**src/rtl/spm_seq_ctrl_if.sv**
```systemverilog
// rtl/spm_seq_ctrl_if.sv - operand/product handshake bundle for the serial multiplier sequencer
interface spm_seq_ctrl_if #(
  parameter int WIDTH = 32
);
  logic               in_valid;
  logic               in_ready;
  logic [WIDTH-1:0]   mc;
  logic [WIDTH-1:0]   mp;
  logic               out_valid;
  logic               out_ready;
  logic [2*WIDTH-1:0] product;

  modport master (
    output in_valid, mc, mp, out_ready,
    input  in_ready, out_valid, product
  );

  modport slave (
    input  in_valid, mc, mp, out_ready,
    output in_ready, out_valid, product
  );
endinterface

```
**src/rtl/spm_seq_ctrl.sv**
```systemverilog
// rtl/spm_seq_ctrl.sv - sequencer feeding a bit-serial signed multiplier array and collecting its product
module spm_seq_ctrl #(
  parameter int WIDTH = 32
) (
  input  logic             clk,
  input  logic             rst_n,
  spm_seq_ctrl_if.slave    bus,
  output logic             busy_o,
  output logic             spm_clr_o,
  output logic [WIDTH-1:0] spm_x_o,
  output logic             spm_y_o,
  input  logic             spm_p_i
);

  localparam int PW = 2 * WIDTH;
  localparam int CW = $clog2(PW + 1);
  localparam logic [CW-1:0] CNT_LAST = CW'(PW);

  typedef enum logic [1:0] {
    S_IDLE,
    S_CLEAR,
    S_RUN,
    S_DONE
  } state_e;

  state_e           state_q, state_d;
  logic [CW-1:0]    cnt_q, cnt_d;
  logic [WIDTH-1:0] mc_q, mc_d;
  logic [WIDTH-1:0] ysh_q, ysh_d;
  logic [PW-1:0]    prod_q, prod_d;
  logic             clr_q, clr_d;
  logic             y_q, y_d;
  logic             run_next;

  always_ff @(posedge clk or negedge rst_n) begin
    if (!rst_n) begin
      state_q <= S_IDLE;
      cnt_q   <= '0;
      mc_q    <= '0;
      ysh_q   <= '0;
      prod_q  <= '0;
      clr_q   <= 1'b1;
      y_q     <= 1'b0;
    end else begin
      state_q <= state_d;
      cnt_q   <= cnt_d;
      mc_q    <= mc_d;
      ysh_q   <= ysh_d;
      prod_q  <= prod_d;
      clr_q   <= clr_d;
      y_q     <= y_d;
    end
  end

  always_comb begin
    state_d = state_q;
    cnt_d   = cnt_q;
    mc_d    = mc_q;
    ysh_d   = ysh_q;
    prod_d  = prod_q;
    y_d     = 1'b0;

    unique case (state_q)
      S_IDLE: begin
        if (bus.in_valid) begin
          mc_d    = bus.mc;
          ysh_d   = bus.mp;
          state_d = S_CLEAR;
        end
      end
      S_CLEAR: begin
        cnt_d   = '0;
        state_d = S_RUN;
      end
      S_RUN: begin
        // The array lags one cycle, so cnt=0 carries no product bit yet.
        if (cnt_q != '0) begin
          prod_d = {spm_p_i, prod_q[PW-1:1]};
        end
        if (cnt_q == CNT_LAST) begin
          state_d = S_DONE;
        end else begin
          cnt_d = cnt_q + CW'(1);
        end
      end
      S_DONE: begin
        if (bus.out_ready) begin
          state_d = S_IDLE;
        end
      end
      default: state_d = S_IDLE;
    endcase

    // spm_y and spm_clr are registered, so they are computed for the upcoming cycle.
    run_next = (state_d == S_RUN);
    if (run_next && (cnt_d < CNT_LAST)) begin
      y_d   = ysh_q[0];
      ysh_d = {ysh_q[WIDTH-1], ysh_q[WIDTH-1:1]};
    end
    clr_d = !run_next;
  end

  assign bus.in_ready  = (state_q == S_IDLE);
  assign bus.out_valid = (state_q == S_DONE);
  assign bus.product   = prod_q;
  assign busy_o        = (state_q != S_IDLE);
  assign spm_clr_o     = clr_q;
  assign spm_x_o       = mc_q;
  assign spm_y_o       = y_q;

endmodule

```
**src/flat_wrapper.sv**
```systemverilog
// flat-port wrapper written by rule: the top's interface ports become plain ports
module spm_seq_ctrl_flat 
#(
  parameter int WIDTH = 32
)
  (clk, rst_n, busy_o, spm_clr_o, spm_x_o, spm_y_o, spm_p_i, bus_in_valid, bus_mc, bus_mp, bus_out_ready, bus_in_ready, bus_out_valid, bus_product);
  spm_seq_ctrl_if #(.WIDTH(WIDTH)) bus_i ();
  input  logic clk;
  input  logic rst_n;
  output logic busy_o;
  output logic spm_clr_o;
  output logic [WIDTH-1:0] spm_x_o;
  output logic spm_y_o;
  input  logic spm_p_i;
  input wire logic [$bits(bus_i.in_valid)-1:0] bus_in_valid;
  input wire logic [$bits(bus_i.mc)-1:0] bus_mc;
  input wire logic [$bits(bus_i.mp)-1:0] bus_mp;
  input wire logic [$bits(bus_i.out_ready)-1:0] bus_out_ready;
  output wire logic [$bits(bus_i.in_ready)-1:0] bus_in_ready;
  output wire logic [$bits(bus_i.out_valid)-1:0] bus_out_valid;
  output wire logic [$bits(bus_i.product)-1:0] bus_product;
  assign bus_i.in_valid = bus_in_valid;
  assign bus_i.mc = bus_mc;
  assign bus_i.mp = bus_mp;
  assign bus_i.out_ready = bus_out_ready;
  assign bus_in_ready = bus_i.in_ready;
  assign bus_out_valid = bus_i.out_valid;
  assign bus_product = bus_i.product;
  spm_seq_ctrl #(.WIDTH(WIDTH)) u_core (.clk(clk), .rst_n(rst_n), .bus(bus_i), .busy_o(busy_o), .spm_clr_o(spm_clr_o), .spm_x_o(spm_x_o), .spm_y_o(spm_y_o), .spm_p_i(spm_p_i));
endmodule
```
**config.mk**
```make
export PLATFORM = sky130hd
export DESIGN_NAME = spm_seq_ctrl_flat
export DESIGN_NICKNAME = d
export VERILOG_FILES = /design/src/rtl/spm_seq_ctrl_if.sv /design/src/rtl/spm_seq_ctrl.sv /design/src/flat_wrapper.sv
export SDC_FILE = /design/constraint.sdc
export NUM_CORES = 1
export LEC_CHECK = 0
export CAP_MARGIN = 20
export CORE_MARGIN = 2
export CORE_UTILIZATION = 45
export CTS_BUF_LIST = sky130_fd_sc_hd__clkbuf_4 sky130_fd_sc_hd__clkbuf_8
export DETAILED_ROUTE_END_ITERATION = 8
export MAX_ROUTING_LAYER = met4
export PLACE_DENSITY_LB_ADDON = 0.3
export SETUP_SLACK_MARGIN = 0.4
export SYNTH_ARGS = -nofsm -noshare
export SYNTH_HDL_FRONTEND = slang
export SYNTH_SLANG_ARGS = --single-unit
```
**constraint.sdc**
```tcl
create_clock -name clk -period 2.7 [get_ports clk]
set_input_delay 0.405 -clock clk [delete_from_list [all_inputs] [get_ports clk]]
set_output_delay 0.405 -clock clk [all_outputs]
set_load 0.03 [all_outputs]
```
==> results_dict.tcl, run 1 <==
set metrics [dict create \
    post-synth-top-count-cell "dfrtp_1" \
    syn_inst 384 \
    cp.required_ps 3020 \
    peakVddDrop_mv 0.654 \
    nNetsFinal 636 \
    ys_seq_elements 139 \
    cts-buffers-inserted 17 \
    h-tree-depth 4 \
    cp_max_fo 33 \
    synthTopCellsByCount "dfrtp_1 (138), mux2_2 (97), and3_1 (34)" \
    drt-total-wl_um 12900 \
    port_buffers 169 \
    critical_path_class "flop to flop" \
    cts_tree "done" \
    drt_first_pass_iters 4 \
    met2_usage_pct 30.6 \
    ys_top_cells_by_area "dfrtp_1 (61%), mux2_2 (19%), a221o_1 (5.5%)" \
    use_met3_pct 5.70 \
    synth.largest_area_cell "dfrtp_1" \
    rsz0062_at_grt "false" \
    cts_root_buffer "clkbuf_8" \
    yosysTopAreaCellShare_pct 61.3 \
    worst_pin_slew_ps 559 \
    multi_input_area_um2 2020 \
    num_rows 40 \
    crit_path_top_delay_cell "or4_1" \
    clockBufferDepth 2 \
    initial_core_util_pct 46.5 \
    cap_violations 0 \
    met1_usage_pct 25.4 \
    r2r_cells 8 \
    finalCritPeriodShare_pct 81.6 \
    grt_antenna_before_repair 0 \
    ant_nets 0 \
    drt_iter0_drc 279 \
    setup_tns_ps 0 \
    skew_ps 13.9 \
    fillers 948 \
    synth_edf_count 0 \
    yosysSeqAreaShare_pct 61.8 \
    hold_path.class "primary input to asynchronous set/reset pin" \
    pre_cts_ws_ps 175 \
    grt_pass1_vias 3919 \
    dieHeight_um 116 \
    critPathBufInv 2 \
    rr_startpoint "u_core.state_q[0]$_DFF_PN0_" \
    vias_per_cell 5.17 \
    cts_sinks 139 \
    grt-ovfl-total 0 \
    grt_pass1_wl_um 20000 \
    globalRouteTotalUtil_pct 20.1 \
    maxSlewHeadroom_pct 62.7 \
    antenna_cells 0 \
    report.power.total_mw 7.81 \
    die_w_um 116 \
    area_delta_synth_final_pct 41.9 \
    r2r_setup_slack_ps 500 \
    final_hold_viol_count 0 \
    regArea_um2 3480 \
    final.min_clock_period_ps 2200 \
    grt_max_degree 65 \
    vias 3836 \
    path_cells "inv_1 > ha_2 > nand2_1 > or4_1 > and3_4 > buf_8 > and3_1 > a221o_1" \
    drive_above_1_share_pct 26.5 \
    dp_hpwl_um 8350 \
    clk_pin_slew_ps 80 \
    final_core_util_pct 66.0 \
    synth-main-ff-cell "dfrtp_1" \
    die_area_um2 13400 \
    syn-cell-area_um2 5630 \
    clkLatencyLatePin_ps 440 \
    grt_busiest_layer "met2" \
    slew_viol_final 0 \
    p_per_area_nw_per_um2 977 \
    core_um2 12100 \
    async_flop_share_pct 100 \
    boundaryPins 170 \
    drcViolationCount 0 \
    yosys_warnings 0 \
    cp-end-kind "flop" \
    status "completed" \
    place_congestion 0.749 \
    p_leak_nw 3.71 \
    avgSynthCellArea_um2 14.7 \
    placed_cells 704 \
    synthesis.nets 459 \
    setup_viol 0 \
    finalWorstSetupSlack_ps 497 \
    wl_per_cell_um 17.3 \
    crit_arrival_ps 2520 \
    cp_slowest_stage_delay_ps 400 \
    cp_top_family "simple AND/OR/NAND/NOR gates" \
    reg2reg_to "u_core.ysh_q[8]$_DFFE_PN0P_" \
    synth_cell_type_count 32 \
    stdcell_count 742 \
    fmax_mhz 454 \
    critPathLaunchType "flop" \
]
-- cells by family after synthesis --
kind of cell | synth area share (%)
AOI/OAI and AO/OA | 7.91
adders and majority gates | 1.33
buffers and inverters | 2.98
DFF | 61.8
muxes | 19.4
and+or+nand+nor | 6.60
-- area by class of cell --
class	count	area share, %
clock buffers	20	3.37
clock inverters	12	1.72
inverters	7	0.329
multi-input cells	215	25.3
flip-flops and latches	139	43.5
well taps	168	2.63
repair buffers	181	23.1
-- power by group --
group          leakage, nW  internal, mW  switching, mW
logic                 1.71          1.52           1.62
clock network        0.197         0.889          0.825
registers             1.81          2.65          0.306
total                 3.71          5.06           2.75
-- layout by cell type, fill, tap and decap left out, drive strengths merged, types with 3 or more instances in the layout --
cell type and instances:
clkbuf 20, buf 12, nand2 5, dfrtp 138, clkinv 3, mux2 97, clkdlybuf4s50 165, inv 10
and3 34, ha 6, nand2b 3, o21ai 8, nor2 7, a221o 31, clkinvlp 4, nor2b 3
-- per-stage QoR --
stage	cell area [µm²]	hold slack, ps
2_1_floorplan	5630	109
3_5_place_dp	7490	418
4_1_cts	7960	501
6_report	7990	504
5_1_grt	7990	525
3_3_place_gp	7490	406
-- per-layer routing --
metal  routed length (µm)  part of all wire [%]
met3                  713                   5.5
met5                    0                     0
met4                  237                   1.8
met2                 6410                    50
met1                 5510                    43
-- sequential cells by signal, summed over array words and instances, names as in the netlist --
name,cells
u_core.state_q,2
u_core.ysh_q,32
u_core.cnt_q,7
u_core.spm_x_o,32
u_core.bus.product,64
u_core.spm_clr_o,1
u_core.spm_y_o,1
-- how the worst max path moves through the flow --
stage / start / to / cells after the start
floorplan: u_core.state_q[0]$_DFF_PN0_ / u_core.spm_x_o[22]$_DFFE_PN0P_ / 6
global placement: u_core.state_q[0]$_DFF_PN0_ / u_core.ysh_q[6]$_DFFE_PN0P_ / 7
detailed placement: u_core.state_q[0]$_DFF_PN0_ / u_core.ysh_q[18]$_DFFE_PN0P_ / 7
CTS: u_core.cnt_q[0]$_DFFE_PN0P_ / u_core.ysh_q[8]$_DFFE_PN0P_ / 8
global route: u_core.cnt_q[0]$_DFFE_PN0P_ / u_core.ysh_q[8]$_DFFE_PN0P_ / 8
finish: u_core.state_q[0]$_DFF_PN0_ / u_core.ysh_q[8]$_DFFE_PN0P_ / 8
-- repair_timing --
action                                 in CTS  in global routing
cloned                                      1                  0
hold buffers                                1                  0
pin swaps                                   1                  0
buffers inserted                            3                  1
gates resized for setup                     4                  7
endpoints found under the hold margin      55                  0
setup endpoints to repair                  33                 33
-- worst reg2reg max path, cell delays in order, from the launching register on --
cell	delay, ps
dfrtp_1	370
inv_1	80
ha_2	320
nand2_1	70
or4_1	400
and3_4	220
buf_8	170
and3_1	190
a221o_1	270
No activity file was read; power rests on OpenSTA's default activity.
==> inputs of run 2 (changes only) <==
==> constraint.sdc (replaced) <==
create_clock -name clk -period 2.1 [get_ports clk]
set_input_delay 0.315 -clock clk [delete_from_list [all_inputs] [get_ports clk]]
set_output_delay 0.315 -clock clk [all_outputs]
set_load 0.03 [all_outputs]
==> results_dict.tcl, run 2 (synthesized netlist as in run 1, its figures left out) <==
set metrics [dict create \
    critPathLaunchType "flop" \
    die_area_um2 13400 \
    peakVddDrop_mv 0.710 \
    whs_ps 393 \
    critical_path_class "flop to flop" \
    vias_per_cell 5.24 \
    globalRouteTotalUtil_pct 22.6 \
    p_per_area_nw_per_um2 1230 \
    grt_antenna_before_repair 0 \
    skew_ps 11.9 \
    drcViolationCount 0 \
    stdcell_count 784 \
    drt_first_pass_iters 4 \
    stdcell_area_um2 8820 \
    drive_above_1_share_pct 33.8 \
    clkLatencyLatePin_ps 440 \
    cp.required_ps 2480 \
    final_hold_viol_count 0 \
    multi_input_area_um2 2310 \
    drt-total-wl_um 14400 \
    cts_sinks 139 \
    slew_viol_final 0 \
    placed_cells 715 \
    regArea_um2 3480 \
    fmax_mhz 460 \
    drt_iter0_drc 317 \
    largest_reg_flops 64 \
    final.min_clock_period_ps 2170 \
    wl_per_cell_um 18.4 \
    grt_max_degree 56 \
    place_congestion 0.866 \
    rsz0062_at_grt "true" \
    nNetsFinal 679 \
    place_area_um2 7790 \
    cts_root_buffer "clkbuf_8" \
    port_buffers 169 \
    cts_tree "done" \
    grt_pass1_wl_um 22400 \
    setup_viol 39 \
    h-tree-depth 4 \
    cp_max_fo 15 \
    grt-ovfl-total 0 \
    dieHeight_um 116 \
    hold_path.class "primary input to asynchronous set/reset pin" \
    ant_nets 0 \
    fillers 828 \
    antenna_cells 0 \
    core_um2 12100 \
    dp_hpwl_um 8690 \
    finalCritPeriodShare_pct 104 \
    die_w_um 116 \
    cp-end-kind "flop" \
    maxSlewHeadroom_pct 67.3 \
    final_common_cell "dfrtp_1" \
    finalWorstSetupSlack_ps -73.9 \
    p_leak_nw 4.61 \
    grt_pass1_vias 4190 \
    clk_pin_slew_ps 80 \
    num_rows 40 \
    layout_common_cells "dfrtp_1 (138), dlygate4sd2_1 (97), clkdlybuf4s50_1 (67)" \
    worst_pin_slew_ps 490 \
    vias 4108 \
    crit_arrival_ps 2550 \
    initial_core_util_pct 46.5 \
    boundaryPins 170 \
    status "finished, violations left" \
    violations "negative setup slack" \
    area_delta_synth_final_pct 56.6 \
    cap_violations 0 \
    clockBufferDepth 2 \
    cts-buffers-inserted 17 \
]
run 2: timing repair:
action | CTS | global route
gates resized for setup | 175 | 14
hold buffers | 1 | 0
endpoints found under the hold margin | 49 | 0
setup endpoints to repair | 204 | 133
pin swaps | 6 | 5
setup buffers | 21 | 5
gates cloned | 10 | 1
run 2: area by class of cell:
class	instances	share of cell area (%)
sequential	139	39.5
timing repair buffer	225	26.9
multi-input combinational	214	26.2
clock buffer	20	3.05
tap	168	2.38
clock inverter	11	1.65
inverter	7	0.298
run 2: through the flow:
step	setup WS (ps)	TNS (ps)	power [mW]	utilization (%)
2_1_floorplan	14.4	0	6.50	-
3_3_place_gp	-37.3	-364	7.90	64.3
3_5_place_dp	-84.9	-2160	8.02	64.3
4_1_cts	-26.2	-438	10.7	72.0
5_1_grt	-146	-6940	11.4	72.8
6_report	-73.9	-1890	10.8	72.8
run 2: metal layers:
metal	vias up	GRT usage [%]	part of all wire, %	wire length (µm)
met2	138	35.9	50	7190
met1	2082	28.3	43	6210
met4	0	9.60	2.2	315
met3	20	4.81	5.0	719
met5	-	-	0	0
li1	1868	-	-	-
run 2: worst paths after layout:
kind                                                      from                             end  slack (ps)  cells after the start
max in group asynchronous                                rst_n    u_core.ysh_q[16]$_DFFE_PN0P_        1020                      3
worst min-delay path                                     rst_n  u_core.spm_x_o[29]$_DFFE_PN0P_         390                      2
worst max register to register     u_core.cnt_q[0]$_DFFE_PN0P_    u_core.ysh_q[25]$_DFFE_PN0P_         -70                      9
worst min register to register  u_core.spm_x_o[15]$_DFFE_PN0P_  u_core.spm_x_o[15]$_DFFE_PN0P_         500                      1
worst max-delay path               u_core.cnt_q[0]$_DFFE_PN0P_    u_core.ysh_q[25]$_DFFE_PN0P_         -70                      9
min in group clk                                     bus_mc[1]   u_core.spm_x_o[1]$_DFFE_PN0P_         490                      2
run 2: where the power goes:
part | total [mW] | internal (mW) | switching (mW)
Clock | 2.25 | 1.24 | 1.01
Combinational | 4.80 | 2.45 | 2.35
Sequential | 3.78 | 3.40 | 0.381
Total | 10.8 | 7.09 | 3.74
run 2: worst max-delay path, stage by stage (launching register included):
cell,delay (ps)
dfrtp_1,450
ha_4,180
nand3_4,70
or4_4,520
and3_4,180
buf_6,130
a21oi_4,160
buf_12,130
buf_16,130
a221o_1,140
==> inputs of run 3 (changes only) <==
--- a/config.mk
+++ b/config.mk
@@ -12,6 +12,7 @@
 export DETAILED_ROUTE_END_ITERATION = 8
 export MAX_ROUTING_LAYER = met4
 export PLACE_DENSITY_LB_ADDON = 0.3
+export REMOVE_ABC_BUFFERS = 1
 export SETUP_SLACK_MARGIN = 0.4
 export SYNTH_ARGS = -nofsm -noshare
 export SYNTH_HDL_FRONTEND = slang
==> results_dict.tcl, run 3 (synthesized netlist as in run 1, its figures left out) <==
set metrics [dict create \
    globalRouteTotalUtil_pct 21.0 \
    slew_viol_final 0 \
    cts-buffers-inserted 17 \
    final.min_clock_period_ps 2100 \
    final_hold_viol_count 0 \
    cp.required_ps 2470 \
    clkLatencyLatePin_ps 440 \
    grt_antenna_before_repair 0 \
    core_um2 12100 \
    grt_pass1_wl_um 20700 \
    whs_ps 417 \
    drive_above_1_share_pct 31.1 \
    critical_path_class "flop to flop" \
    maxSlewHeadroom_pct 63.1 \
    cp-end-kind "flop" \
    cp_slowest_stage_delay_ps 400 \
    p_per_area_nw_per_um2 1270 \
    grt_max_degree 59 \
    die_w_um 116 \
    use_met3_pct 5.75 \
    p_leak_nw 4.40 \
    cp_max_fo 31 \
    place_congestion 0.830 \
    port_buffers 169 \
    num_rows 40 \
    finalCritPeriodShare_pct 100 \
    drt_first_pass_iters 4 \
    vias_per_cell 5.16 \
    crit_path_top_delay_cell "dfrtp_1" \
    worst_pin_slew_ps 553 \
    wl_per_cell_um 17.6 \
    final_core_util_pct 69.3 \
    place_area_um2 7670 \
    initial_core_util_pct 46.5 \
    drt-total-wl_um 13500 \
    drcViolationCount 0 \
    fillers 916 \
    met2_usage_pct 34.1 \
    critPathBufInv 3 \
    critPathLaunchType "flop" \
    boundaryPins 170 \
    h-tree-depth 4 \
    fmax_mhz 475 \
    largest_reg_flops 64 \
    grt-ovfl-total 0 \
    die_area_um2 13400 \
    critical_path.most_common_cell "buf_12" \
    pre_cts_ws_ps -18.7 \
    cp_top_family "simple AND/OR/NAND/NOR gates" \
    skew_ps 9.52 \
    ant_nets 0 \
    grt_busiest_layer "met2" \
    status "finished, violations left" \
    crit_arrival_ps 2480 \
    stdcell_area_um2 8400 \
    setup_viol 2 \
    dp_hpwl_um 8830 \
    violations "negative setup slack" \
    cts_sinks 139 \
    cap_violations 0 \
    path_cells "inv_2 > ha_4 > nand2_1 > or4_1 > and3_4 > buf_12 > a21oi_4 > buf_12 > a221o_1" \
    layout_common_cells "dfrtp_1 (138), dlygate4sd2_1 (93), mux2_2 (68)" \
    clk_pin_slew_ps 80 \
    cts_tree "done" \
    final_common_cell "dfrtp_1" \
    report.power.total_mw 10.7 \
    met1_usage_pct 25.0 \
    cts_root_buffer "clkbuf_8" \
    clockBufferDepth 2 \
    rsz0062_at_grt "true" \
    finalWorstSetupSlack_ps -4.53 \
    drt_iter0_drc 243 \
    antenna_cells 0 \
    area_delta_synth_final_pct 49.1 \
    nNetsFinal 660 \
    hold_path.class "primary input to asynchronous set/reset pin" \
    grt_pass1_vias 4066 \
    peakVddDrop_mv 0.878 \
    vias 3952 \
    dieHeight_um 116 \
]
[run 3: changes by cell type in the layout (fill, tap and decap cells not counted), sizes merged]
| cell | previous run | this run |
|---|---|---|
| inv | 7 | 8 |
| dlygate4sd2 | 97 | 93 |
| bufbuf | 0 | 1 |
| dlymetal6s2s | 0 | 4 |
| clkinv | 2 | 5 |
| bufinv | 3 | 4 |
| clkbuf | 21 | 23 |
| buf | 58 | 37 |
| clkinvlp | 6 | 1 |
[run 3: area by class of cell]
cell class                      count  area (µm²)  share of cell area [%]
Clock buffer                       21         283                    3.37
Timing Repair Buffer              206        2080                    24.8
Multi-Input combinational cell    214        2150                    25.6
Sequential cell                   139        3480                    41.4
Clock inverter                     11         165                    1.97
Inverter                            7        26.3                   0.313
Tap cell                          168         210                    2.50
[run 3: worst paths after layout]
| kind | start | endpoint | slack [ps] | cells past startpoint |
|---|---|---|---|---|
| max in group asynchronous | rst_n | u_core.bus.product[30]$_DFFE_PN0P_ | 1010 | 3 |
| min | rst_n | u_core.spm_x_o[25]$_DFFE_PN0P_ | 420 | 2 |
| min reg2reg | u_core.spm_x_o[25]$_DFFE_PN0P_ | u_core.spm_x_o[25]$_DFFE_PN0P_ | 510 | 1 |
| min in group clk | bus_mc[23] | u_core.spm_x_o[23]$_DFFE_PN0P_ | 490 | 2 |
| max | u_core.state_q[1]$_DFF_PN0_ | u_core.ysh_q[23]$_DFFE_PN0P_ | -5 | 9 |
| max reg2reg | u_core.state_q[1]$_DFF_PN0_ | u_core.ysh_q[23]$_DFFE_PN0P_ | -5 | 9 |
[run 3: power by group]
| group | internal, mW | leakage [nW] | switching [mW] |
|---|---|---|---|
| Clock | 1.40 | 0.229 | 1.00 |
| Sequential | 3.40 | 1.81 | 0.404 |
| Combinational | 2.25 | 2.36 | 2.20 |
| Total | 7.05 | 4.40 | 3.61 |
[run 3: per-stage QoR]
| stage | setup TNS, ps | std cells |
|---|---|---|
| final | -6.95 | 766 |
| after global routing | -2330 | 766 |
| after CTS | -68.8 | 760 |
| after detailed placement | -155 | 722 |
| after global placement | -2.25 | 722 |
| after floorplan | -76880 | 360 |
[run 3: worst reg2reg max path, stage by stage, from the launching register on]
cell and delay, ps:
dfrtp_1 400, inv_2 70, ha_4 260, nand2_1 50, or4_1 390, and3_4 210, buf_12 150, a21oi_4 140
buf_12 190, a221o_1 180
[run 3: routing by layer]
metal  vias up  routed length [µm]
met3        21                 667
met1      1990                5530
li1       1823                   -
met5         -                   0
met2       118                7070
met4         0                 230
[run 3: timing repair]
item | CTS | global route
pin swaps | 0 | 3
hold endpoints to repair | 51 | 0
cloned | 2 | 2
setup buffers | 3 | 4
gates resized for setup | 130 | 45
setup endpoints to repair | 234 | 127
hold buffers | 1 | 0
==> variant (flow settings as in run 1) <==
Re-encode `state_e` (4 states) as one-hot, 4 bits wide.
--- a/src/rtl/spm_seq_ctrl.sv
+++ b/src/rtl/spm_seq_ctrl.sv
@@ -16,11 +16,11 @@
   localparam int CW = $clog2(PW + 1);
   localparam logic [CW-1:0] CNT_LAST = CW'(PW);
 
-  typedef enum logic [1:0] {
-    S_IDLE,
-    S_CLEAR,
-    S_RUN,
-    S_DONE
+  typedef enum logic [3:0] {
+    S_IDLE  = 4'b0001,
+    S_CLEAR = 4'b0010,
+    S_RUN   = 4'b0100,
+    S_DONE  = 4'b1000
   } state_e;
 
   state_e           state_q, state_d;
Check against the original RTL: no difference found for any inputs over 10 cycles, from zero or initial values and one cycle with rst_n low; not proved beyond that.
==> variant against run 1 <==
- count of clock-buffer cells in the layout down 2
- register-to-register slack gained 0.05 ns
- sequential cell count is 2 higher
- core utilization fell by 1.5 points
- cell area is 7.6% higher
- synthesized cell count rose by 8.6%
- clock power is 19% higher
- synthesized area grew 10%
- wire length increased by 12%
- combinational power fell by 11%
- global-route usage fell by 0.15 points
- total power increased by 0.44%
- sequential power grew 2%
- worst setup slack gained 0.044 ns
- highest routed layer unchanged
==> variant: results <==
group,metric,value,unit
run_status,status,"finished clean",
placed_design,dp_hpwl,9446,µm
clocking,clk_pin_slew,0.08,ns
finish,final_nets,658,
finish,drive_gt1_share,26.33,%
placed_design,gp_congestion,0.7870,
synth,synth_cell_types,46,
synth,syn_nets,488,
timing,clock-skew-final,0.01151,ns
synth,synth_async_sr_flop_share,100.0,%
global_route,grt_start_max_net_pins,74,
clocking,clock_latency,0.44,ns
synth,synthTopCellsByArea,"dfrtp_1, mux2_4, mux2_2",
critical_path,path_max_fanout,13,
timing,fin_hold_ws,0.4710,ns
synth,synthTopCellsByCount,"dfrtp_1, mux2_4, mux2_2",
finish,n_antenna_cell,0,
timing,worstMarginPinSlew,0.5844,ns
placed_design,port_buffers,169,
power_and_ir_drop,vdd.ir_drop.worst,582.3,µV
finish,largest_reg_flops,64,
clocking,clock_path_buffers,2,
global_route,grt_usage,19.97,%
route,wirelength,14400,µm
route,first_pass_iters,4,
hold_path,min_path_type,"in2async",
global_route,grt_pass1_wl,22110,µm
route,vias_per_cell,5.457,
route,drt_iter0_markers,374,
clocking,cts_buffers,17,
synth,ys_warn_count,0,
placed_design,place_area,0.008051,mm²
power_and_ir_drop,p_leak,3.926,nW
clocking,htree_num_levels,4,
synth,yosysSeqAreaShare,56.77,%
global_route,grt_pass1_vias,4320,
clocking,cts-root-buf,"clkbuf_8",
global_route,grt_antenna_before_repair,0,
critical_path,cp.arrival,1.75,ns
critical_path,r2r_setup_slack,0.55,ns
[variant: power breakdown]
part | internal (mW) | switching (mW) | total, mW
combinational | 1.39 | 1.40 | 2.80
sequential | 2.63 | 0.380 | 3.01
clock | 1.22 | 0.824 | 2.04
[variant: final timing paths]
check                                         startpoint                                  to  depth (start not counted)
max                          u_core.state_q[1]$_DFF_PN0_                              busy_o                          3
min                                                rst_n         u_core.ysh_q[4]$_DFFE_PN0P_                          2
max reg2reg                  u_core.cnt_q[0]$_DFFE_PN0P_  u_core.bus.product[59]$_DFFE_PN0P_                          7
min reg2reg                u_core.spm_x_o[5]$_DFFE_PN0P_       u_core.spm_x_o[5]$_DFFE_PN0P_                          1
max in group asynchronous                          rst_n      u_core.spm_x_o[14]$_DFFE_PN0P_                          3
min in group clk           u_core.spm_x_o[5]$_DFFE_PN0P_       u_core.spm_x_o[5]$_DFFE_PN0P_                          1
[variant: logic make-up (layout without fill, tap and decap cells)]
kind of cell | Yosys count | after routing | share of synthesized area (%)
DFF | 141 | 141 | 56.77
muxes | 96 | 96 | 21.00
AOI/OAI and AO/OA | 89 | 89 | 12.63
and+or+nand+nor | 45 | 45 | 4.828
buffers and inverters | 42 | 225 | 4.084
adders and majority gates | 2 | 2 | 0.4023
xor gates and xnor gates | 2 | 2 | 0.2817
[variant: metrics by stage]
stage / power, mW / worst slack, ns / cells / utilization (%)
2_1_floorplan: 4.803 / 0.4596 / 417 / -
3_3_place_gp: 5.715 / 0.3881 / 740 / 60.32
3_5_place_dp: 5.815 / 0.2753 / 740 / 60.32
4_1_cts: 7.894 / 0.3904 / 773 / 64.11
5_1_grt: 8.244 / 0.4150 / 776 / 64.45
6_report: 7.846 / 0.5408 / 776 / 64.45
[variant: repair_timing]
action / 4_1_cts / 5_1_grt
buffers inserted: 0 / 2
hold endpoints to repair: 51 / 0
gates cloned: 0 / 1
hold buffers: 1 / 0
setup endpoints to repair: 33 / 64
resized for setup: 8 / 8
[variant: critical path: stages, from the launching register on]
cell and delay [ns]:
dfrtp_2 0.53, nor4b_4 0.37, inv_1 0.06, dlygate4sd2_1 0.35
[variant: layer usage]
layer	part of all wire [%]	track usage (%)
met1	44	25.39
met2	47	29.88
met3	8.3	8.287
met4	0.67	4.957
met5	0	-
[variant: final cells by class]
class | instances | area, µm²
fill | 998 | 4746
sequential | 141 | 3535
multi-input combinational | 234 | 2461
timing repair buffer | 183 | 1861
clock buffer | 18 | 247.7
clock inverter | 14 | 240.2
tap | 176 | 220.2
inverter | 10 | 37.54
